File: src/rtl/temp_sensor_poller_pkg.sv
// Shared constants, FSM encoding and helpers for the ADT7311 poller.
package temp_sensor_poller_pkg;

    localparam logic [7:0]  ADT_CMD_RD_TEMP = 8'h50;
    localparam int          ADT_RST_BITS    = 32;
    localparam logic [15:0] ADT_RAW_ONES    = 16'hFFFF;
    localparam logic [15:0] ADT_RAW_ZERO    = 16'h0000;

    typedef enum logic [2:0] {
        ST_RST_SEQ,
        ST_FIRST,
        ST_CMD,
        ST_DATA,
        ST_DONE,
        ST_WAIT
    } state_e;

    // States that hold the chip select low.
    function automatic logic cs_active(state_e s);
        return (s == ST_RST_SEQ) || (s == ST_CMD) || (s == ST_DATA);
    endfunction

    function automatic logic raw_fault(logic [15:0] raw);
        return (raw == ADT_RAW_ONES) || (raw == ADT_RAW_ZERO);
    endfunction

    function automatic logic warm_next(
        logic               warm,
        logic signed [12:0] t,
        logic signed [12:0] on_th,
        logic signed [12:0] off_th
    );
        if (!warm && (t >= on_th)) return 1'b1;
        if (warm && (t < off_th))  return 1'b0;
        return warm;
    endfunction

endpackage

File: src/rtl/temp_sensor_poller_spi_shift_engine.sv
// SPI mode-3 bit engine: SCLK divider, MSB-first shifter, MISO synchroniser.
module spi_shift_engine
    import temp_sensor_poller_pkg::*;
#(
    parameter int CLKDIV = 12
) (
    input  logic        clk_i,
    input  logic        rst_ni,
    input  logic        start_i,
    input  logic [5:0]  nbits_i,
    input  logic [31:0] txword_i,
    input  logic        miso_i,
    output logic        sclk_o,
    output logic        mosi_o,
    output logic [15:0] rxword_o,
    output logic        busy_o,
    output logic        done_o
);

    localparam int CW = $clog2(CLKDIV);
    localparam logic [CW-1:0] CNT_LAST = CW'(CLKDIV - 1);

    logic [CW-1:0] cnt_q;
    logic [5:0]    bits_q;
    logic [31:0]   tx_q;
    logic [15:0]   rx_q;
    logic [1:0]    sync_q;
    logic          busy_q;
    logic          low_q;
    logic          sclk_q;
    logic          mosi_q;
    logic          tick;

    assign tick     = (cnt_q == CNT_LAST);
    assign done_o   = busy_q && !low_q && tick && (bits_q == 6'd0);
    assign busy_o   = busy_q;
    assign sclk_o   = sclk_q;
    assign mosi_o   = mosi_q;
    assign rxword_o = rx_q;

    always_ff @(posedge clk_i or negedge rst_ni) begin
        if (!rst_ni) begin
            cnt_q  <= '0;
            bits_q <= '0;
            tx_q   <= '0;
            rx_q   <= '0;
            sync_q <= '0;
            busy_q <= 1'b0;
            low_q  <= 1'b0;
            sclk_q <= 1'b1;
            mosi_q <= 1'b1;
        end else begin
            sync_q <= {sync_q[0], miso_i};
            if (start_i && !busy_q) begin
                // Count starts at 1 so the start cycle belongs to the lead half-period.
                busy_q <= 1'b1;
                low_q  <= 1'b0;
                cnt_q  <= CW'(1);
                bits_q <= nbits_i;
                tx_q   <= txword_i << (6'd32 - nbits_i);
                rx_q   <= '0;
            end else if (busy_q) begin
                if (!tick) begin
                    cnt_q <= cnt_q + CW'(1);
                end else begin
                    cnt_q <= '0;
                    if (!low_q) begin
                        if (bits_q == 6'd0) begin
                            busy_q <= 1'b0;
                            mosi_q <= 1'b1;
                        end else begin
                            sclk_q <= 1'b0;
                            mosi_q <= tx_q[31];
                            tx_q   <= tx_q << 1;
                            low_q  <= 1'b1;
                        end
                    end else begin
                        sclk_q <= 1'b1;
                        rx_q   <= {rx_q[14:0], sync_q[1]};
                        bits_q <= bits_q - 6'd1;
                        low_q  <= 1'b0;
                    end
                end
            end
        end
    end

endmodule

File: src/rtl/temp_sensor_poller.sv
// Periodic ADT7311 temperature reader with fault detect and hysteretic WARM flag.
module temp_sensor_poller
    import temp_sensor_poller_pkg::*;
#(
    parameter int                 CLKDIV      = 12,
    parameter int                 POLL_PERIOD = 4800000,
    parameter int                 FIRST_WAIT  = 3,
    parameter logic signed [12:0] WARM_ON     = 13'sd640,
    parameter logic signed [12:0] WARM_OFF    = 13'sd560
) (
    input  logic        MCLK,
    input  logic        nRESET,
    output logic        nTEMPCS,
    output logic        TEMPMOSI,
    input  logic        TEMPMISO,
    output logic        TEMPCLK,
    output logic [12:0] TEMP,
    output logic        TEMPVALID,
    output logic        WARM,
    output logic        FAULT
);

    localparam int PW = $clog2(POLL_PERIOD);
    localparam logic [PW-1:0] POLL_LAST = PW'(POLL_PERIOD - 1);
    localparam logic [7:0]    PER_LAST  = 8'(FIRST_WAIT - 1);

    state_e        state_q, state_d;
    logic [PW-1:0] poll_q, poll_d;
    logic [7:0]    per_q, per_d;
    logic          launched_q, launched_d;
    logic          cs_q, cs_d;
    logic [12:0]   temp_q, temp_d;
    logic          valid_q, valid_d;
    logic          warm_q, warm_d;
    logic          fault_q, fault_d;

    logic          start;
    logic [5:0]    nbits;
    logic [31:0]   txword;
    logic [15:0]   rxword;
    logic          busy;
    logic          done;
    logic          poll_wrap;

    spi_shift_engine #(
        .CLKDIV(CLKDIV)
    ) u_spi (
        .clk_i   (MCLK),
        .rst_ni  (nRESET),
        .start_i (start),
        .nbits_i (nbits),
        .txword_i(txword),
        .miso_i  (TEMPMISO),
        .sclk_o  (TEMPCLK),
        .mosi_o  (TEMPMOSI),
        .rxword_o(rxword),
        .busy_o  (busy),
        .done_o  (done)
    );

    assign poll_wrap = (poll_q == POLL_LAST);

    always_comb begin
        state_d = state_q;
        poll_d  = poll_wrap ? '0 : poll_q + PW'(1);
        per_d   = per_q;
        temp_d  = temp_q;
        valid_d = 1'b0;
        warm_d  = warm_q;
        fault_d = fault_q;
        nbits   = 6'd0;
        txword  = '1;
        unique case (state_q)
            ST_RST_SEQ: begin
                nbits = 6'(ADT_RST_BITS);
                if (done) state_d = ST_FIRST;
            end
            ST_FIRST: begin
                if (poll_wrap) begin
                    if (per_q == PER_LAST) state_d = ST_CMD;
                    else                   per_d   = per_q + 8'd1;
                end
            end
            ST_CMD: begin
                nbits  = 6'd8;
                txword = {24'h0, ADT_CMD_RD_TEMP};
                if (done) state_d = ST_DATA;
            end
            ST_DATA: begin
                nbits = 6'd16;
                if (done) state_d = ST_DONE;
            end
            ST_DONE: begin
                state_d = ST_WAIT;
                if (raw_fault(rxword)) begin
                    fault_d = 1'b1;
                end else begin
                    fault_d = 1'b0;
                    temp_d  = rxword[15:3];
                    valid_d = 1'b1;
                    warm_d  = warm_next(warm_q, $signed(rxword[15:3]),
                                        WARM_ON, WARM_OFF);
                end
            end
            ST_WAIT: begin
                if (poll_wrap) state_d = ST_CMD;
            end
            default: state_d = ST_RST_SEQ;
        endcase
        if ((state_d != state_q) &&
            ((state_d == ST_FIRST) || (state_d == ST_CMD))) begin
            poll_d = '0;
        end
        if ((state_d == ST_FIRST) && (state_q != ST_FIRST)) per_d = '0;
        // One engine launch per state, once the chip select is already low.
        start      = cs_active(state_q) && !launched_q && !cs_q && !busy;
        launched_d = (state_d == state_q) && (launched_q || start);
        cs_d       = !cs_active(state_d);
    end

    always_ff @(posedge MCLK or negedge nRESET) begin
        if (!nRESET) begin
            state_q    <= ST_RST_SEQ;
            poll_q     <= '0;
            per_q      <= '0;
            launched_q <= 1'b0;
            cs_q       <= 1'b1;
            temp_q     <= '0;
            valid_q    <= 1'b0;
            warm_q     <= 1'b0;
            fault_q    <= 1'b0;
        end else begin
            state_q    <= state_d;
            poll_q     <= poll_d;
            per_q      <= per_d;
            launched_q <= launched_d;
            cs_q       <= cs_d;
            temp_q     <= temp_d;
            valid_q    <= valid_d;
            warm_q     <= warm_d;
            fault_q    <= fault_d;
        end
    end

    assign nTEMPCS   = cs_q;
    assign TEMP      = temp_q;
    assign TEMPVALID = valid_q;
    assign WARM      = warm_q;
    assign FAULT     = fault_q;

endmodule

File: config.mk
export PLATFORM = sky130hd
export DESIGN_NAME = temp_sensor_poller
export DESIGN_NICKNAME = d
export VERILOG_FILES = /design/src/rtl/temp_sensor_poller_pkg.sv /design/src/rtl/temp_sensor_poller_spi_shift_engine.sv /design/src/rtl/temp_sensor_poller.sv
export SDC_FILE = /design/constraint.sdc
export NUM_CORES = 1
export LEC_CHECK = 0
export CORE_ASPECT_RATIO = 0.9
export CORE_MARGIN = 5
export CORE_UTILIZATION = 50
export DETAILED_ROUTE_END_ITERATION = 12
export PLACE_DENSITY_LB_ADDON = 0.2
export SLEW_MARGIN = 5
export SYNTH_ARGS = -nofsm -noshare
export SYNTH_HDL_FRONTEND = slang
export SYNTH_SLANG_ARGS = --single-unit
File: constraint.sdc
create_clock -name MCLK -period 3.45 [get_ports MCLK]
set_clock_uncertainty 0.15 [all_clocks]
set_input_delay 0.69 -clock MCLK [delete_from_list [all_inputs] [get_ports MCLK]]
set_output_delay 0.69 -clock MCLK [all_outputs]
set_load 0.02 [all_outputs]
# After elaboration in Yosys (flattened, before gate mapping)
# Index checks and enable logic that the tools add are counted.
# op_classes
add_sub_neg	5
magnitude_cmp	2
eq_ne	19
shifts	1
mux	57
bitwise_logic	3
reduce_logical	43
# ops
operator	n
32-bit 2-to-1 mux	6
16-bit 2-to-1 mux	4
23-bit 2-to-1 mux	2
8-bit 2-to-1 mux	4
32-bit by 6-bit << shifter with 32-bit output	1
1-bit 2-to-1 mux	26
6-bit 2-to-1 mux	4
23-bit by 1-bit adder with 23-bit output (second input constant)	1
23-bit == test (second input constant)	1
3-bit 2-to-1 mux	6
3-bit one-hot mux with 6 select lines	1
6-bit one-hot mux with 3 select lines	1
16-bit == test (second input constant)	1
16-bit zero test	1
13-bit by 11-bit >= comparator with 1-bit output (second input constant)	1
13-bit by 11-bit < comparator with 1-bit output (second input constant)	1
3-bit by 2-bit == test with 1-bit output (second input constant)	4
1-bit logical AND	12
4-bit 2-to-1 mux	3
4-bit AND reduction	3
2-bit nonzero test	6
3-bit AND reduction	3
8-bit by 1-bit adder with 8-bit output (second input constant)	1
8-bit by 2-bit == test with 1-bit output (second input constant)	1
other kinds (17)	36
# totals
reg_bits	116
input_bits	3
wordCells	148

# Depth between registers and ports, before layout
# Gate-level depths: netlist of run 1.
# logic_depth
ltp_word	10
mapped_depth	9
ltp_nobuf	7

# Modules after synthesis
# From an unflattened synthesis of run 1, not the netlist that was laid out.
# unflattened
hier_cells	784
area_unflattened_um2	7603.5
# modules_own_cells
module	instances	cells_each	area_per_inst_um2
spi_shift_engine	1	501	4792.1
temp_sensor_poller	1	283	2811.4

# Least setup slack after synthesis of run 1
# No wires, ideal clock.
# synth_path
kind	reg-to-reg
from	reg state_q[1]
to	reg u_spi.tx_q[18]
arrival_ps	1862
required_ps	3223
setup_slack_ps	1360
path_stages_with_launch	10
path_buffers	2
period_less_slack_ps	2090
path_cell_list	dfrtp_1 -> buf_2 -> nor2b_1 -> nand2_1 -> ha_1 -> ha_1 -> nand2_1 -> o21a_1 -> buf_2 -> a21oi_1
# synth_between
elab_chain_len	9
# synth_rtl
item	line	text
start, declared	temp_sensor_poller.sv:27	state_e state_q, state_d;
start signal, assigned	temp_sensor_poller.sv:133	state_q <= state_d;
parallel branches: the longest is 9 deep, another holds 6-bit subtractor	-	
end signal, assigned	temp_sensor_poller_spi_shift_engine.sv:60	tx_q <= txword_i << (6'd32 - nbits_i);
end signal, assigned	temp_sensor_poller_spi_shift_engine.sv:74	tx_q <= tx_q << 1;
end, declared	temp_sensor_poller_spi_shift_engine.sv:25	logic [31:0] tx_q;
# Several ways; the timed one is not identified.
# A chain may end at the register's enable or synchronous reset.

# Worst setup path in the final report of run 1
# layout_path
from	reg u_spi.cnt_q[1]
to	reg u_spi.tx_q[12]
# layout_between
elab_chain_len	3
# layout_rtl
item	line	text
start, declared	temp_sensor_poller_spi_shift_engine.sv:23	logic [CW-1:0] cnt_q;
start signal, assigned	temp_sensor_poller_spi_shift_engine.sv:64	cnt_q <= cnt_q + CW'(1);
4-bit == test	temp_sensor_poller_spi_shift_engine.sv:34	assign tick = (cnt_q == CNT_LAST);
2-bit nonzero test (no line)	-	
4-bit AND reduction (no line)	-	
# Every way passes these cells.

==> run summary, run 1 <==
Status: complete, no violations
Crit path launch type: flop
Layout Cells excl Fill: 694
Lkg Pwr: 2.91 nW
Final wirelength: 10,700 um
Fin nets: 561
Reg2reg end: u_spi.tx_q[12]$_DFFE_PN0P_
Finished Cell Area: 6370 um^2
H-Tree Level Count: 4
Flop-to-flop setup slack: 0.87 ns
CP Data Arrival Time: 2.72 ns
Max cap viols: 0
Hold buffer count at CTS: 0
CTS tree: done
Max Fanout on Critical Path: 19
Levels on crit path: 6
Most frequent cells in the layout: 113 x dfrtp_1, 65 x nor2_1, 64 x nand2_1, 29 x a21oi_1, 20 x clkdlybuf4s50_1
Drt drc: 0
Placed cell area: 5720 um^2
EDFF count, synth: 0
Initial Util: 0.505
First-pass GRT wire length: 18,700 um
FF-to-FF Start: u_spi.cnt_q[1]$_DFFE_PN0P_
Pre-Repair DR Iteration Count: 4
Final GP Congestion: 0.786
Number of synthesized register bits: 116
Post-synthesis sequential area ratio: 0.539
Worst setup path endpoint: u_spi.tx_q[12]$_DFFE_PN0P_
Setup TNS: 0 ns
Comb power frac: 0.009
Top-area cell type share of the netlist area: 0.524
Switching power: 0.000646 W
Area Growth Syn to Fin: 18.1%
Via Count: 3,976
Initial antenna violation count: 0
CP bufs+invs: 1
Post-CTS Repair Setup Buffers: 0
Pins Over Slew Limit: 0
Sw Share: 0.196
Worst Hold Class: input port to async pin
Mapped Cells: 525
Largest net degree at the start of global routing: 60
Mapped cell area: 5390 um^2
Sequential group share of total power: 0.414
CP top delay family: compound AO/OA/AOI/OAI gates
Share of cells above drive strength 1: 0.135
Rel. slew slack: 0.477
Worst-case clock buffer depth: 2
Yosys warns: 0
Avg WL per Cell: 15.4 um
Top_reg_cell synth: dfrtp_1
Clock transition at path regs: 0.06 ns
Dpl hpwl: 7040 um
Post-CTS Resized: 0
Clock share of power: 0.577
Yosys cell types: 58
Max Fclk: 387 MHz
Port bufs: 21
CORE AREA: 10,700 um^2
Antenna Nets Post-Route: 0
Reg2Reg Depth: 6
Fin crit share: 0.748
Post-Syn Area per Cell: 10.3 um^2
Cell row count: 36
CTS buffer count: 17
Die H: 109 um
Biggest area consumer among synthesized cells: dfrtp_1
Die area: 13,000 um^2
Cell Pwr Density: 518 nW/um^2
Most common cell after layout, fill and taps aside: dfrtp_1
Origin of the worst setup path: u_spi.cnt_q[1]$_DFFE_PN0P_
Clock sinks: 116
GRT overflow: 0
Minimum clock period: 2.58 ns
Top Ports: 22
Clk_lat worst skew: 0.41 ns
Placed insts: 662
Synth Net Count: 538
CP max stage cell: o21ai_2
GRT Overall Usage: 0.180
Pint: 0.00266 W
CP cell instances: ha_1 > and4b_1 > o21ai_0 > o21ai_2 > buf_4 > mux2_2
CP Class: flop to flop
Element type at the critical path end: flop
Root Driver: clkbuf_16
First-iteration detailed-routing DRC count: 216
WP data required: 3.59 ns
Post-synth ARST share: 1.00
Synth top area cells: dfrtp_1 52%, nor2_1 4.5%, nand2_1 4.5%
RSZ-0062 raised after global routing: no
Worst Max-Slew Pin Slew: 0.779 ns
Worst hold slack: 0.189 ns
Peak VDD IR: 368 uV
Vias in the first global route: 3,842
Diodes inserted: 0
Slowest stage delay, CP: 0.54 ns
# setup viols final: 0
Total power: 0.00330 W
Vias per cell: 5.73
Die width: 119 um
Final Hold Viols: 0
## routing by layer
layer / GRT usage / routed length, um / vias up
met3: 0.0581 / 393 / 15
li1: - / - / 1913
met5: 0 / 0 / -
met4: 0.0646 / 163 / 0
met1: 0.237 / 4940 / 1989
met2: 0.284 / 5220 / 59
## kinds of logic after synthesis
kind of cell             after synthesis  synth area share
multiplexers                          18            0.0374
AO/OA/AOI/OAI                        100             0.126
flip-flops                           116             0.539
adder cells (fa/ha/maj)               10            0.0232
AND/OR/NAND/NOR                      213             0.198
buffers and inverters                 41            0.0325
XOR/XNOR                              27            0.0439
## through the flow
step | setup slack [ns] | util
finish | 0.868 | 0.597
global route | 0.563 | 0.597
CTS | 0.864 | 0.597
detailed placement | 0.903 | 0.536
global placement | 0.949 | 0.536
floorplan | 1.36 | -
## power groups by stage
stage,Combinational (W),Sequential (W),Clock [W]
after floorplan,0.00000143,0.00139,0
after global placement,0.0000328,0.00139,0
after detailed placement,0.0000334,0.00139,0
after CTS,0.0000335,0.00137,0.00193
after global routing,0.0000373,0.00137,0.00201
final,0.0000311,0.00137,0.00190
## state kept, by name, indices dropped and copies added (netlist names), 2 cells and up
name            cells
TEMP               13
per_q               8
poll_q             23
state_q             3
u_spi.bits_q        6
u_spi.cnt_q         4
u_spi.rxword_o     16
u_spi.sync_q        2
u_spi.tx_q         32
## worst reg2reg max path, stage by stage, from the launching register on
cell     delay [ns]
dfrtp_1        0.37
ha_1           0.26
and4b_1        0.29
o21ai_0        0.16
o21ai_2        0.54
buf_4          0.34
mux2_2         0.35
## cells in the mapped netlist (all sizes together), types with 2 or more instances
cell / instances
o21ai: 16
or4: 5
nor2: 66
ha: 10
nor4: 9
a21oi: 29
a21boi: 2
a22o: 17
a311oi: 2
buf: 15
or2: 2
nand2b: 3
nand3: 19
and3: 5
o221ai: 2
o211ai: 3
o31ai: 3
dfstp: 3
nand4: 15
inv: 19
xor2: 17
dfrtp: 113
clkbuf: 7
nand2: 64
nor3: 8
and4: 3
mux2: 17
o32ai: 2
and2: 2
nor3b: 2
or3: 3
a31oi: 18
xnor2: 10
## worst min path at each step
stage | start | to | depth (start not counted)
2_1_floorplan | u_spi.sync_q[0]$_DFF_PN0_ | u_spi.sync_q[1]$_DFF_PN0_ | 0
3_5_place_dp | u_spi.sync_q[0]$_DFF_PN0_ | u_spi.sync_q[1]$_DFF_PN0_ | 0
6_report | nRESET | TEMPVALID$_DFF_PN0_ | 1
3_3_place_gp | u_spi.sync_q[0]$_DFF_PN0_ | u_spi.sync_q[1]$_DFF_PN0_ | 0
4_1_cts | u_spi.sync_q[0]$_DFF_PN0_ | u_spi.sync_q[1]$_DFF_PN0_ | 0
5_1_grt | u_spi.sync_q[0]$_DFF_PN0_ | u_spi.sync_q[1]$_DFF_PN0_ | 0
## layout make-up
type | instances | area (um^2)
clock buffer | 21 | 480
timing repair buffer | 26 | 258
sequential | 116 | 2910
clock inverter | 11 | 174
multi-input combinational | 368 | 2310
fill | 870 | 4300
inverter | 19 | 71.3
tap | 133 | 166
Power figures use the tool's default switching activity.
==> inputs of run 2 (changes only) <==
Clock period 3.45 ns to 2.3 ns, I/O delays scaled along.
==> run summary, run 2 (synthesis results as in run 1) <==
Rel. slew slack: 0.578
Minimum clock period: 2.23 ns
Die area: 13,000 um^2
Most flops, register: u_spi.tx_q
Fin crit share: 0.969
Top Ports: 22
Worst-case clock buffer depth: 2
Port bufs: 21
Switching power: 0.000973 W
GRT Overall Usage: 0.188
Status: complete, no violations
CTS tree: done
Avg WL per Cell: 15.2 um
Most used cell, CP: buf_4
GRT overflow: 0
Diodes inserted: 0
Initial Util: 0.505
Cell row count: 36
Pins Over Slew Limit: 0
Die width: 119 um
Clk_lat worst skew: 0.42 ns
CORE AREA: 10,700 um^2
Antenna Nets Post-Route: 0
Slowest stage delay, CP: 0.40 ns
Area Growth Syn to Fin: 23.2%
Root Driver: clkbuf_16
Clock share of power: 0.546
Pint: 0.00365 W
CTS buffer count: 17
Vias in the first global route: 4,118
CP Class: flop to flop
Share of cells above drive strength 1: 0.198
Cell Pwr Density: 697 nW/um^2
Final wirelength: 11,100 um
First-pass GRT wire length: 19,500 um
Max Fclk: 449 MHz
Largest net degree at the start of global routing: 60
Pre-Repair DR Iteration Count: 4
Most common cell after layout, fill and taps aside: dfrtp_1
Worst hold slack: 0.202 ns
CP cell instances: ha_1 > nand4b_1 > nor4_4 > buf_4 > buf_4 > or3_1 > a31oi_1 > o221ai_1
Sequential group share of total power: 0.443
Fin nets: 597
Vias per cell: 5.59
Dpl hpwl: 7410 um
First-iteration detailed-routing DRC count: 259
Max Fanout on Critical Path: 5
Lkg Pwr: 3.08 nW
Clock sinks: 116
Crit path launch type: flop
Most frequent cells in the layout: 113 x dfrtp_1, 65 x nor2_1, 63 x nand2_1, 39 x buf_4, 29 x a21oi_1
Die H: 109 um
WP data required: 2.47 ns
Drt drc: 0
Worst Max-Slew Pin Slew: 0.627 ns
Element type at the critical path end: flop
CP max stage cell: dfrtp_1
H-Tree Level Count: 4
Placed cell area: 5950 um^2
Finished Cell Area: 6640 um^2
CP Data Arrival Time: 2.40 ns
Peak VDD IR: 650 uV
# setup viols final: 0
Final Hold Viols: 0
Final GP Congestion: 0.851
Sw Share: 0.210
Clock transition at path regs: 0.05 ns
Comb power frac: 0.011
Via Count: 4,079
Initial antenna violation count: 0
Largest register FFs: 32
Max cap viols: 0
Worst Hold Class: flop to flop
[run 2: cell types whose count changed in the layout (fill, tap and decap cells not counted), sizes merged]
cell / previous run / this run
clkinvlp: 3 / 4
buf: 6 / 41
clkinv: 4 / 5
dlygate4sd3: 0 / 1
bufinv: 4 / 1
inv: 19 / 20
[run 2: through the flow]
stage                     total power [W]  setup TNS, ns  instances  utilization  worst slack, ns
after floorplan                   0.00209              0        525            -            0.210
after global placement            0.00214              0        691        0.557           0.0788
final                             0.00463              0        730        0.622           0.0713
after global routing              0.00481       -0.00368        730        0.622         -0.00244
after detailed placement          0.00214              0        691        0.557           0.0388
after CTS                         0.00469              0        724        0.613           0.0395
[run 2: cell type report]
class / count / area, um^2
multi-input cells: 368 / 2370
well taps: 133 / 166
clock inverters: 11 / 101
clock buffers: 21 / 480
flip-flops and latches: 116 / 2910
fillers: 837 / 4030
repair buffers: 62 / 543
inverters: 19 / 71.3
[run 2: per-layer routing]
layer	track usage	wire length [um]	vias to the layer above
met5	0	0	-
met3	0.0565	276	18
met1	0.237	5250	2017
li1	-	-	1988
met4	0.0809	199	0
met2	0.305	5370	56
[run 2: path summary, 6_finish.rpt]
path / from / endpoint / slack [ns] / cells after the start
worst max-delay path: u_spi.cnt_q[0]$_DFFE_PN0P_ / nTEMPCS$_DFF_PN1_ / 0.07 / 8
worst min-delay path: u_spi.sync_q[0]$_DFF_PN0_ / u_spi.sync_q[1]$_DFF_PN0_ / 0.20 / 0
worst max register to register: u_spi.cnt_q[0]$_DFFE_PN0P_ / nTEMPCS$_DFF_PN1_ / 0.07 / 8
worst min register to register: u_spi.sync_q[0]$_DFF_PN0_ / u_spi.sync_q[1]$_DFF_PN0_ / 0.20 / 0
max in group asynchronous: nRESET / per_q[1]$_DFFE_PN0P_ / 0.96 / 3
min in group asynchronous: nRESET / poll_q[13]$_DFF_PN0_ / 0.37 / 2
[run 2: timing repair]
action	4_1_cts	5_1_grt
hold buffers	1	0
endpoints found under the setup margin	1	27
pin swaps	1	4
resized for setup	0	11
hold endpoints to repair	23	0
setup buffers	0	6
[run 2: power groups by stage]
stage	sequential, W	combinational (W)	clock [W]
6_report	0.00205	0.0000521	0.00253
5_1_grt	0.00205	0.0000619	0.00270
4_1_cts	0.00205	0.0000557	0.00259
3_5_place_dp	0.00208	0.0000541	0
3_3_place_gp	0.00208	0.0000527	0
2_1_floorplan	0.00208	0.00000215	0
[run 2: critical path: cells and delay by family, from the launching register on]
family	cells	cell delay, ns
AOI/OAI and AO/OA	2	0.40
buffers and inverters	2	0.30
adders and majority gates	1	0.27
DFF	1	0.40
and+or+nand+nor	3	0.63
==> inputs of run 3 (changes only) <==
Settings changed: CORE_UTILIZATION 50 to 40.
==> run summary, run 3 (synthesis results as in run 1) <==
Met3 Use GR: 0.0486
Max Fanout on Critical Path: 4
Hold depth: 0
CTS tree: done
First-iteration detailed-routing DRC count: 259
# setup viols final: 0
Gr busiest metal: met2
Layout Cells excl Fill: 759
CP max stage cell: or4_4
Cell Pwr Density: 700 nW/um^2
Worst-case clock buffer depth: 2
Final Hold Viols: 0
FF-to-FF Start: u_spi.bits_q[2]$_DFFE_PN0P_
Final GP Congestion: 0.793
GR Util met2: 0.232
Drt drc: 0
Fin crit share: 0.977
Die area: 15,900 um^2
RSZ-0062 raised after global routing: yes
Placed cell area: 5980 um^2
First-pass GRT wire length: 19,700 um
Placed insts: 723
Finished Cell Area: 6630 um^2
Final wirelength: 11,400 um
Clock sinks: 116
Share of cells above drive strength 1: 0.183
CORE AREA: 13,300 um^2
CP Class: flop to flop
Multi-input gate area: 2330 um^2
Peak VDD IR: 500 uV
CP Data Arrival Time: 2.41 ns
Largest net degree at the start of global routing: 67
Vias per cell: 5.38
Crit path launch type: flop
Rel. slew slack: 0.572
Reg2Reg Depth: 5
Most flops, register: u_spi.tx_q
Place WS: 0.0376 ns
Most frequent cells in the layout: 113 x dfrtp_1, 65 x nor2_1, 64 x nand2_1, 33 x buf_4, 29 x a21oi_1
WP data required: 2.46 ns
Flop-to-flop setup slack: 0.05 ns
FF+latch area: 2910 um^2
H-Tree Level Count: 4
Avg WL per Cell: 15.0 um
Area Growth Syn to Fin: 22.9%
Fin nets: 594
Clock transition at path regs: 0.05 ns
GRT Overall Usage: 0.152
Dpl hpwl: 7550 um
Minimum clock period: 2.25 ns
Port bufs: 21
Worst Hold Class: flop to flop
Clk_lat worst skew: 0.43 ns
Initial antenna violation count: 0
Die width: 132 um
Worst Max-Slew Pin Slew: 0.636 ns
Origin of the worst setup path: u_spi.bits_q[2]$_DFFE_PN0P_
Status: complete, no violations
Antenna Nets Post-Route: 0
# fillers: 1,200
Top Ports: 22
Lkg Pwr: 3.04 nW
GRT overflow: 0
Pins Over Slew Limit: 0
Largest register FFs: 32
Via Count: 4,081
CTS buffer count: 17
Diodes inserted: 0
Slowest stage delay, CP: 0.58 ns
Root Driver: clkbuf_16
Max Fclk: 445 MHz
Met1 Use GR: 0.202
Cell row count: 40
Vias in the first global route: 4,179
Element type at the critical path end: flop
Die H: 120 um
Pre-Repair DR Iteration Count: 4
Most common cell after layout, fill and taps aside: dfrtp_1
Hold Path Origin: u_spi.sync_q[0]$_DFF_PN0_
WHS Endpoint: u_spi.sync_q[1]$_DFF_PN0_
CP cell instances: or4_4 > nor4_1 > o31ai_1 > a31oi_1 > o221ai_1
Setup TNS: 0 ns
Reg2reg end: nTEMPCS$_DFF_PN1_
Min setup slack post-route: 0.0520 ns
Max cap viols: 0
Initial Util: 0.407
[run 3: layout make-up]
type,instances,area share
multi-input combinational,368,0.352
tap,168,0.0317
clock inverter,9,0.0162
inverter,19,0.0108
sequential,116,0.439
timing repair buffer,59,0.0816
clock buffer,20,0.0689
[run 3: critical path, delay by kind of cell (launching register included)]
family          cells  cell delay [ns]
simple gates        2             0.98
compound gates      3             0.62
flops               1             0.38
[run 3: how the worst max path moves through the flow]
stage | to | slack, ns | cells past startpoint
3_5_place_dp | poll_q[4]$_DFF_PN0_ | 0.04 | 5
2_1_floorplan | u_spi.tx_q[24]$_DFFE_PN0P_ | 0.21 | 9
3_3_place_gp | poll_q[2]$_DFF_PN0_ | 0.05 | 5
6_report | nTEMPCS$_DFF_PN1_ | 0.05 | 5
4_1_cts | poll_q[2]$_DFF_PN0_ | 0.04 | 5
5_1_grt | poll_q[2]$_DFF_PN0_ | -0.03 | 7
[run 3: repair_timing]
action,4_1_cts,5_1_grt
setup endpoints to repair,0,47
hold endpoints to repair,30,0
gates resized for setup,0,7
setup buffers,0,6
hold buffers,1,0
[run 3: metal layers]
metal	wire (um)	share of wire	vias to the layer above
li1	-	-	1981
met1	5560	0.49	2008
met2	5270	0.46	78
met3	387	0.034	14
met4	177	0.016	0
met5	0	0	-
[run 3: power breakdown]
part	switching, W	leakage (nW)	internal (W)
registers	0.00000264	1.39	0.00205
logic	0.0000411	1.37	0.00000980
clock network	0.000912	0.274	0.00163
[run 3: per-stage QoR]
step	power [W]	utilization	hold slack [ns]
after floorplan	0.00209	-	0.0144
after global placement	0.00214	0.451	0.184
after detailed placement	0.00214	0.451	0.187
after CTS	0.00470	0.494	0.199
after global routing	0.00479	0.500	0.203
final	0.00464	0.500	0.202
